--- config.mk ---
export PLATFORM = sky130hd
export DESIGN_NAME = sys_bus_arbiter
export DESIGN_NICKNAME = d
export VERILOG_FILES = /design/src/rtl/sys_bus_arbiter.sv
export SDC_FILE = /design/constraint.sdc
export NUM_CORES = 1
export LEC_CHECK = 0
export CORE_ASPECT_RATIO = 1.75
export CORE_MARGIN = 2
export CORE_UTILIZATION = 30
export DETAILED_ROUTE_END_ITERATION = 6
export PLACE_DENSITY_LB_ADDON = 0.15
export REMOVE_ABC_BUFFERS = 1
export SLEW_MARGIN = 20
export SYNTH_ARGS = -nofsm -noshare
export SYNTH_HDL_FRONTEND = slang
export SYNTH_SLANG_ARGS = --single-unit
--- constraint.sdc ---
create_clock -name clk -period 13.55 [get_ports clk]
set_input_delay 2.71 -clock clk [delete_from_list [all_inputs] [get_ports clk]]
set_output_delay 2.71 -clock clk [all_outputs]
set_load 0.1 [all_outputs]
--- src/rtl/sys_bus_arbiter.sv ---
// sys_bus_arbiter: round-robin two-master req/ack sequencer (m0_*/m1_* in, registered sys_* MMIO bus out, busy)
module sys_bus_arbiter #(
  parameter int ADDR_W  = 21,
  parameter int DATA_W  = 32,
  parameter int RD_WAIT = 0
) (
  input  logic              clk,
  input  logic              reset,
  input  logic              m0_req,
  input  logic              m0_wr,
  input  logic [ADDR_W-1:0] m0_addr,
  input  logic [DATA_W-1:0] m0_wr_data,
  output logic [DATA_W-1:0] m0_rd_data,
  output logic              m0_ack,
  input  logic              m1_req,
  input  logic              m1_wr,
  input  logic [ADDR_W-1:0] m1_addr,
  input  logic [DATA_W-1:0] m1_wr_data,
  output logic [DATA_W-1:0] m1_rd_data,
  output logic              m1_ack,
  output logic              sys_rd,
  output logic              sys_wr,
  output logic              sys_mmio_cs,
  output logic [ADDR_W-1:0] sys_addr,
  output logic [DATA_W-1:0] sys_wr_data,
  input  logic [DATA_W-1:0] sys_rd_data,
  output logic              busy
);
  typedef enum logic [1:0] {IDLE, ISSUE, WAIT, ACK} state_t;
  localparam logic [3:0] WAIT_INIT = 4'(RD_WAIT == 0 ? 0 : RD_WAIT - 1);
  state_t     state;
  state_t     state_n;
  logic       prio;
  logic       gnt;
  logic       wr_q;
  logic       gnt_n;
  logic       wr_sel;
  logic       grant;
  logic       ack_n;
  logic [3:0] cnt;
  always_comb begin
    gnt_n   = m0_req & m1_req ? prio : m1_req;
    wr_sel  = gnt_n ? m1_wr : m0_wr;
    grant   = state == IDLE & (m0_req | m1_req);
    state_n = state;
    case (state)
      IDLE:    state_n = grant ? ISSUE : IDLE;
      ISSUE:   state_n = RD_WAIT == 0 ? ACK : WAIT;
      WAIT:    state_n = cnt == 4'd0 ? ACK : WAIT;
      default: state_n = IDLE;
    endcase
    ack_n = state_n == ACK & state != ACK;
  end
  always_ff @(posedge clk or posedge reset)
    if (reset) state <= IDLE;
    else       state <= state_n;
  always_ff @(posedge clk or posedge reset)
    if (reset) begin
      prio        <= 1'b0;
      gnt         <= 1'b0;
      wr_q        <= 1'b0;
      cnt         <= 4'd0;
      sys_rd      <= 1'b0;
      sys_wr      <= 1'b0;
      sys_mmio_cs <= 1'b0;
      sys_addr    <= '0;
      sys_wr_data <= '0;
      m0_rd_data  <= '0;
      m1_rd_data  <= '0;
      m0_ack      <= 1'b0;
      m1_ack      <= 1'b0;
      busy        <= 1'b0;
    end else begin
      sys_mmio_cs <= grant;
      sys_rd      <= grant & ~wr_sel;
      sys_wr      <= grant & wr_sel;
      busy        <= state_n != IDLE;
      m0_ack      <= ack_n & ~gnt;
      m1_ack      <= ack_n & gnt;
      cnt         <= state == ISSUE ? WAIT_INIT : state == WAIT ? cnt - 4'd1 : cnt;
      if (grant) begin
        gnt         <= gnt_n;
        prio        <= ~gnt_n;
        wr_q        <= wr_sel;
        sys_addr    <= gnt_n ? m1_addr : m0_addr;
        sys_wr_data <= gnt_n ? m1_wr_data : m0_wr_data;
      end
      if (ack_n & ~wr_q & ~gnt) m0_rd_data <= sys_rd_data;
      if (ack_n & ~wr_q & gnt)  m1_rd_data <= sys_rd_data;
    end
endmodule

; Yosys cells after proc, flatten, opt, wreduce, memory -nomap -nowiden
; Index checks and enable logic that the tools add are counted.
[totals]
output_inout_bits = 123
ff_bits = 132
wordCells = 48
inputBits = 144
[op_classes]
reduce_logical = 4
n_addsub = 1
bitwise = 15
n_mux = 9
n_eq_ne = 4
[op_table]
columns = cell, count
row1 = $mux 32, 1
row2 = $mux 21, 1
row3 = $and 1x1->1, 10
row4 = $mux 4, 2
row5 = $pmux 2 s3, 1
row6 = $eq 2x2->1 const B, 2
row7 = $logic_not 4->1, 1
row8 = $mux 1, 4
row9 = $not 1->1, 4
row10 = $reduce_bool 2->1, 2
row11 = $sub 4x1->4 const B, 1
row12 = $eq 2x1->1 const B, 1
row13 = $logic_not 2->1, 1
row14 = $ne 2x2->1 const B, 1
row15 = $or 1x1->1, 1

; Longest topological paths before layout
; Gate-level depths: netlist (run 1).
[depth]
depth_word = 8
ltp_mapped = 9
mapped_depth_nobuf = 7

; Worst setup path before layout (run 1)
; No wires, ideal clock.
[synth_path]
kind = input -> register
from = in m0_req
to = reg m0_rd_data[0]
slack_ns = 9.373
t_required_ns = 13.424
arrival_ns = 4.051
path_buffers = 2
setup_ns = 0.126
path_stages = 7
cell_sequence = o21ai_1 > inv_2 > o31ai_2 > or3_1 > clkbuf_2 > buf_6 > mux2_2
[synth_via]
elab_chain_cells = 8
[synth_lines]
columns = item, line
row1 = "start, declared", 9  ; input logic m0_req,
row2 = $or 1x1->1, 44  ; grant = state == IDLE & (m0_req | m1_req);
row3 = $and 1x1->1, 44
row4 = net grant, 38  ; logic grant;
row5 = $mux 1, 47  ; IDLE: state_n = grant ? ISSUE : IDLE;
row6 = $pmux 2 s3, 46  ; case (state)
row7 = $eq 2x2->1, 52  ; ack_n = state_n == ACK & state != ACK;
row8 = $and 1x1->1, 52
row9 = $and 1x1->1 (2 in series), 88  ; if (ack_n & ~wr_q & ~gnt) m0_rd_data <= sys_rd_data;
row10 = "end signal, assigned", 88
row11 = "end, declared", 13  ; output logic [DATA_W-1:0] m0_rd_data,
; The timed path passes the listed nets, and every way through them passes these cells.
; A chain may end at the register's enable or synchronous reset.

; Final worst setup path (run 1)
[layout_path]
from = in m1_req
to = reg m0_rd_data[14]
[layout_via]
elab_chain_cells = 8
[layout_lines]
columns = item, line
row1 = "start, declared", 15  ; input logic m1_req,
row2 = $or 1x1->1, 44
row3 = $and 1x1->1, 44
row4 = net grant, 38
row5 = $mux 1, 47
row6 = $pmux 2 s3, 46
row7 = $eq 2x2->1, 52
row8 = $and 1x1->1, 52
row9 = $and 1x1->1 (2 in series), 88
; The timed path passes the listed nets, and every way through them passes these cells.

==> results of run 1 <==
## worst max path at each step
stage,start,to,slack [ns],cells after the start
after floorplan,m0_req,m0_rd_data[0],6.99,5
after global placement,m1_req,m0_rd_data[16],7.99,8
after detailed placement,m1_req,m0_rd_data[22],7.92,8
after CTS,m1_req,m0_rd_data[14],8.37,8
after global routing,m1_req,m0_rd_data[5],8.22,8
final,m1_req,m0_rd_data[14],8.39,8
## state kept, by name, summed over array words and instances (netlist names)
register / count
sys_rd: 1
sys_wr: 1
m1_ack: 1
sys_wr_data: 32
wr_q: 1
m0_rd_data: 32
cnt: 4
gnt: 1
m0_ack: 1
m1_rd_data: 32
sys_mmio_cs: 1
state: 2
sys_addr: 21
busy: 1
prio: 1
## synthesized netlist by cell type, drive strengths merged
master,n
a21o,54
and4bb,1
mux2i,2
mux2,64
ha,6
and2,1
clkbuf,15
o21ai,6
a21oi,1
nand2b,2
or2,1
nor2,8
o31ai,1
buf,8
a211oi,1
nor3,3
o22ai,1
or3,1
dfrtp,132
inv,9
nor3b,1
a22o,54
nand2,2
## worst max-delay path, delay by kind of cell
family | cells | cell delay (ns)
compound gates | 2 | 0.58
simple gates | 1 | 0.17
buf+inv | 4 | 1.57
mux | 1 | 0.39
## metal layers
| layer | vias up | GRT usage, % |
|---|---|---|
| met1 | 2077 | 17.1 |
| met2 | 182 | 31.5 |
| met3 | 26 | 4.99 |
| met4 | 0 | 8.27 |
| met5 | - | 0 |
| li1 | 1903 | - |
## through the flow
step / instance area [µm²] / utilization, % / cells / setup WS, ns
finish: 8880 / 50.9 / 887 / 8.39
global route: 8880 / 50.9 / 887 / 8.22
CTS: 8880 / 50.9 / 886 / 8.37
detailed placement: 8240 / 47.2 / 854 / 7.92
global placement: 8240 / 47.2 / 854 / 7.99
floorplan: 5210 / - / 351 / 6.99
## placed cells by master, fill, tap and decap left out, types with 2 or more instances in the layout
| cell | n |
|---|---|
| a21o_1 | 54 |
| a22o_1 | 54 |
| buf_4 | 6 |
| bufinv_16 | 4 |
| clkbuf_16 | 17 |
| clkdlybuf4s50_1 | 266 |
| clkinv_4 | 3 |
| dfrtp_1 | 132 |
| ha_1 | 6 |
| inv_1 | 7 |
| inv_6 | 3 |
| mux2_2 | 63 |
| mux2i_1 | 2 |
| nand2_1 | 2 |
| nand2b_1 | 2 |
| nor2_1 | 7 |
| nor3_1 | 2 |
| o21ai_0 | 5 |
## layout make-up
| class | instances | area share (%) |
|---|---|---|
| flip-flops and latches | 132 | 37.2 |
| repair buffers | 272 | 30.5 |
| multi-input cells | 210 | 21.5 |
| clock buffers | 19 | 4.99 |
| well taps | 231 | 3.25 |
| clock inverters | 13 | 2.21 |
| inverters | 9 | 0.408 |
| diodes | 1 | 0.0282 |
## logic make-up (layout without fill, tap and decap cells)
group / Yosys count / count (layout)
flops: 132 / 132
compound gates: 118 / 118
mux: 66 / 66
buf+inv: 32 / 313
simple gates: 20 / 20
fa+ha+maj: 6 / 6
other cells: 0 / 1
==> impl_metrics.env, run 1 <==
export IMPL_grt_first_pass_wirelength_um=24900
export IMPL_netlist_top_cell_by_area="dfrtp_1"
export IMPL_grt_pass1_vias=4711
export IMPL_nNetsFinal=792
export IMPL_post_cts_buffers=0
export IMPL_fill_cells=1629
export IMPL_dr_wl_met3_um=1070
export IMPL_rrSetupSlack_ns=10.58
export IMPL_die_y_um=180
export IMPL_synthMuxAreaShare_pct=13.9
export IMPL_setup_violations=0
export IMPL_status="finished clean"
export IMPL_synth_adder_area_share_pct=1.41
export IMPL_worstSetupStartpointType="primary input"
export IMPL_synth_warnings=0
export IMPL_vias=4188
export IMPL_crit_arrival_ns=5.44
export IMPL_clkLatencyLatePin_ns=0.41
export IMPL_first_pass_iters=4
export IMPL_grtUsageTotal_pct=17.0
export IMPL_slew_viol_final=0
export IMPL_cts_htree_levels=4
export IMPL_holdWs_ns=0.446
export IMPL_yosysSeqAreaShare_pct=62.0
export IMPL_cp_slowest_cell="buf_4"
export IMPL_core_area_um2=17500
export IMPL_cts_buffers=17
export IMPL_drt_total_wl_um=15800
export IMPL_wl_met2_um=8630
export IMPL_hold_viol=0
export IMPL_area_growth_pct=66.8
export IMPL_pin_count=267
export IMPL_rsz0062_at_grt="false"
export IMPL_synthTopCellsByArea="dfrtp_1 62%, mux2_2 13%, a22o_1 8.9%"
export IMPL_synth_top_family_by_area="compound AO/OA/AOI/OAI gates"
export IMPL_rr_endpoint="m0_rd_data[14]"
export IMPL_dp_hpwl_um=11300
export IMPL_clock_skew_ns=0.0151
export IMPL_hp_class="reg2reg"
export IMPL_clk_pin_slew_ns=0.06
export IMPL_worst_pin_slew_ns=1.05
export IMPL_cts_tree="built"
export IMPL_cts_hold_buf=0
export IMPL_routedWlPerCell_um=17.8
export IMPL_crit_type="in2reg"
export IMPL_antenna_found_initial=1
export IMPL_drc_errors=0
export IMPL_drt_iter0_drc=162
export IMPL_synth_xor_area_share_pct=0
export IMPL_worstPathMaxFanout=56
export IMPL_worstRegToRegCells=9
export IMPL_synth_compound_area_share_pct=17.7
export IMPL_grt_max_degree=72
export IMPL_netlist_instances=374
export IMPL_r2r_start="state[0]"
export IMPL_min_period_over_period_pct=38.1
export IMPL_finalWeightedCongestion=0.760
export IMPL_die_width_um=105
export IMPL_via_per_inst=4.72
export IMPL_max_stage_delay_ns=0.52
export IMPL_yosys_area_share_simple_pct=2.14
export IMPL_cts_sinks=132
export IMPL_port_buffers=266
export IMPL_synth_area_um2=5330
export IMPL_met1Wirelength_um=5620
export IMPL_hold_start="gnt"
export IMPL_root_buffer="clkbuf_16"
export IMPL_postRouteAntennaNets=0
export IMPL_drive_above_1_share_pct=16.8
export IMPL_fmax_mhz=194
export IMPL_post_cts_resized=0
export IMPL_cap_violations=0
export IMPL_final_seq_area_um2=3300
export IMPL_start_util_pct=30.5
export IMPL_crit_required_ns=13.84
export IMPL_synth_top_cell_area_share_pct=62.0
export IMPL_dieArea_um2=18900
export IMPL_path_cells="clkdlybuf4s50_1 -> o21ai_4 -> buf_4 -> inv_2 -> o31ai_2 -> or3_1 -> buf_4 -> mux2_2"
export IMPL_grt_ovfl_total=0
export IMPL_min_to="m0_ack"
export IMPL_synth_seq_cells=132
export IMPL_synth_area_per_cell_um2=14.2
export IMPL_clockBufferDepth=2
export IMPL_tns_ns=0
export IMPL_hold_depth=1
export IMPL_slew_headroom_pct=29.8
export IMPL_yosysUniqueCellTypes=30
export IMPL_multi_input_area_um2=1910
export IMPL_finalCriticalPeriod_ns=5.16
export IMPL_cp_end_kind="register"
export IMPL_dr_max_layer_used="met4"
export IMPL_fp_row_count=64
export IMPL_critPathMostFrequentCell="buf_4"
Power of run 1 is left out: the tool's default activity adds up to more than one toggle a clock period on the data nets, which glitch-free logic cannot reach.
==> run 2, diff against run 1 <==
- clock period: 13.55 -> 5.4 ns (I/O delays scaled with it)
==> impl_metrics.env, run 2 (same netlist as run 1, synthesis figures left out) <==
export IMPL_cts_htree_levels=4
export IMPL_final_cell_mix="266 x clkdlybuf4s50_1, 132 x dfrtp_1, 63 x mux2_2"
export IMPL_fmax_mhz=329
export IMPL_routedWlPerCell_um=17.8
export IMPL_clkLatencyLatePin_ns=0.41
export IMPL_fp_row_count=64
export IMPL_r2r_start="state[0]"
export IMPL_fill_cells=1618
export IMPL_cp_slowest_cell="clkdlybuf4s50_1"
export IMPL_dieArea_um2=18900
export IMPL_hp_class="reg2reg"
export IMPL_die_width_um=105
export IMPL_diodes=0
export IMPL_crit_buf_inv=1
export IMPL_cp_end_kind="output pin"
export IMPL_grt_first_pass_wirelength_um=25400
export IMPL_min_to="m0_ack"
export IMPL_antenna_found_initial=0
export IMPL_worstRegToRegCells=8
export IMPL_cts_tree="built"
export IMPL_worstPathMaxFanout=2
export IMPL_area_growth_pct=66.7
export IMPL_grt_pass1_vias=4723
export IMPL_pin_count=267
export IMPL_clock_skew_ns=0.00985
export IMPL_tns_ns=0
export IMPL_worstSetupStartpointType="register"
export IMPL_grt_max_degree=76
export IMPL_finalWeightedCongestion=0.761
export IMPL_drt_total_wl_um=15800
export IMPL_dp_hpwl_um=11500
export IMPL_hold_depth=1
export IMPL_fin_util_pct=50.8
export IMPL_max_stage_delay_ns=1.20
export IMPL_core_area_um2=17500
export IMPL_via_per_inst=4.72
export IMPL_crit_required_ns=4.32
export IMPL_nNetsFinal=794
export IMPL_hold_start="gnt"
export IMPL_finalCriticalPeriod_ns=3.04
export IMPL_slew_viol_final=0
export IMPL_hold_viol=0
export IMPL_rr_endpoint="m0_rd_data[24]"
export IMPL_vias=4195
export IMPL_cts_hold_buf=0
export IMPL_cts_sinks=132
export IMPL_rsz0062_at_grt="false"
export IMPL_min_period_over_period_pct=56.3
export IMPL_worst_pin_slew_ns=1.06
export IMPL_rrSetupSlack_ns=3.01
export IMPL_cts_buffers=17
export IMPL_drive_above_1_share_pct=17.0
export IMPL_crit_type="reg2out"
export IMPL_startpoint="sys_wr_data[19]"
export IMPL_status="finished clean"
export IMPL_slew_headroom_pct=29.2
export IMPL_path_cells="clkdlybuf4s50_1"
export IMPL_clockBufferDepth=2
export IMPL_reg_largest_list="m0_rd_data x32, m1_rd_data x32, sys_wr_data x32"
export IMPL_grtUsageTotal_pct=17.3
export IMPL_postRouteAntennaNets=0
export IMPL_path_delay_family="buffers and inverters"
export IMPL_final_common_cell="clkdlybuf4s50_1"
export IMPL_port_buffers=266
export IMPL_first_pass_iters=4
export IMPL_drc_errors=0
export IMPL_crit_arrival_ns=1.96
export IMPL_root_buffer="clkbuf_16"
export IMPL_clk_pin_slew_ns=0.06
export IMPL_start_util_pct=30.5
export IMPL_post_cts_resized=0
export IMPL_drt_iter0_drc=143
export IMPL_grt_ovfl_total=0
export IMPL_post_cts_buffers=0
export IMPL_setup_violations=0
export IMPL_cap_violations=0
export IMPL_die_y_um=180
[run 2: metal layers]
metal / part of all wire, % / vias to the layer above / global-route usage, % / wire, µm
met3: 6.8 / 30 / 5.46 / 1080
met4: 3.4 / 0 / 8.05 / 531
met5: 0 / - / 0 / 0
met1: 36 / 2074 / 17.6 / 5640
met2: 54 / 182 / 31.7 / 8590
li1: - / 1909 / - / -
[run 2: area by class of cell]
type / count / area [µm²] / area share [%]
Inverter: 9 / 36.3 / 0.409
Multi-Input combinational cell: 210 / 1910 / 21.5
Clock inverter: 14 / 175 / 1.97
Sequential cell: 132 / 3300 / 37.2
Clock buffer: 18 / 429 / 4.84
Timing Repair Buffer: 274 / 2740 / 30.8
Tap cell: 231 / 289 / 3.26
[run 2: stage by stage]
step	worst slack (ns)	cell area [µm²]	instances	hold WS [ns]
floorplan	0.467	5210	351	0.419
global placement	2.06	8250	855	0.427
detailed placement	1.91	8250	855	0.448
CTS	2.33	8850	887	0.457
global route	2.30	8870	888	0.473
finish	2.36	8870	888	0.448
[run 2: worst max path at each step]
stage	to	slack [ns]	cells after the start
3_5_place_dp	sys_wr_data[15]	1.91	5
5_1_grt	sys_wr_data[19]	2.30	1
4_1_cts	sys_wr_data[19]	2.33	1
6_report	sys_wr_data[19]	2.36	1
2_1_floorplan	m0_rd_data[0]	0.47	5
3_3_place_gp	sys_wr_data[31]	2.06	5
Power of run 2 is left out for the same reason.
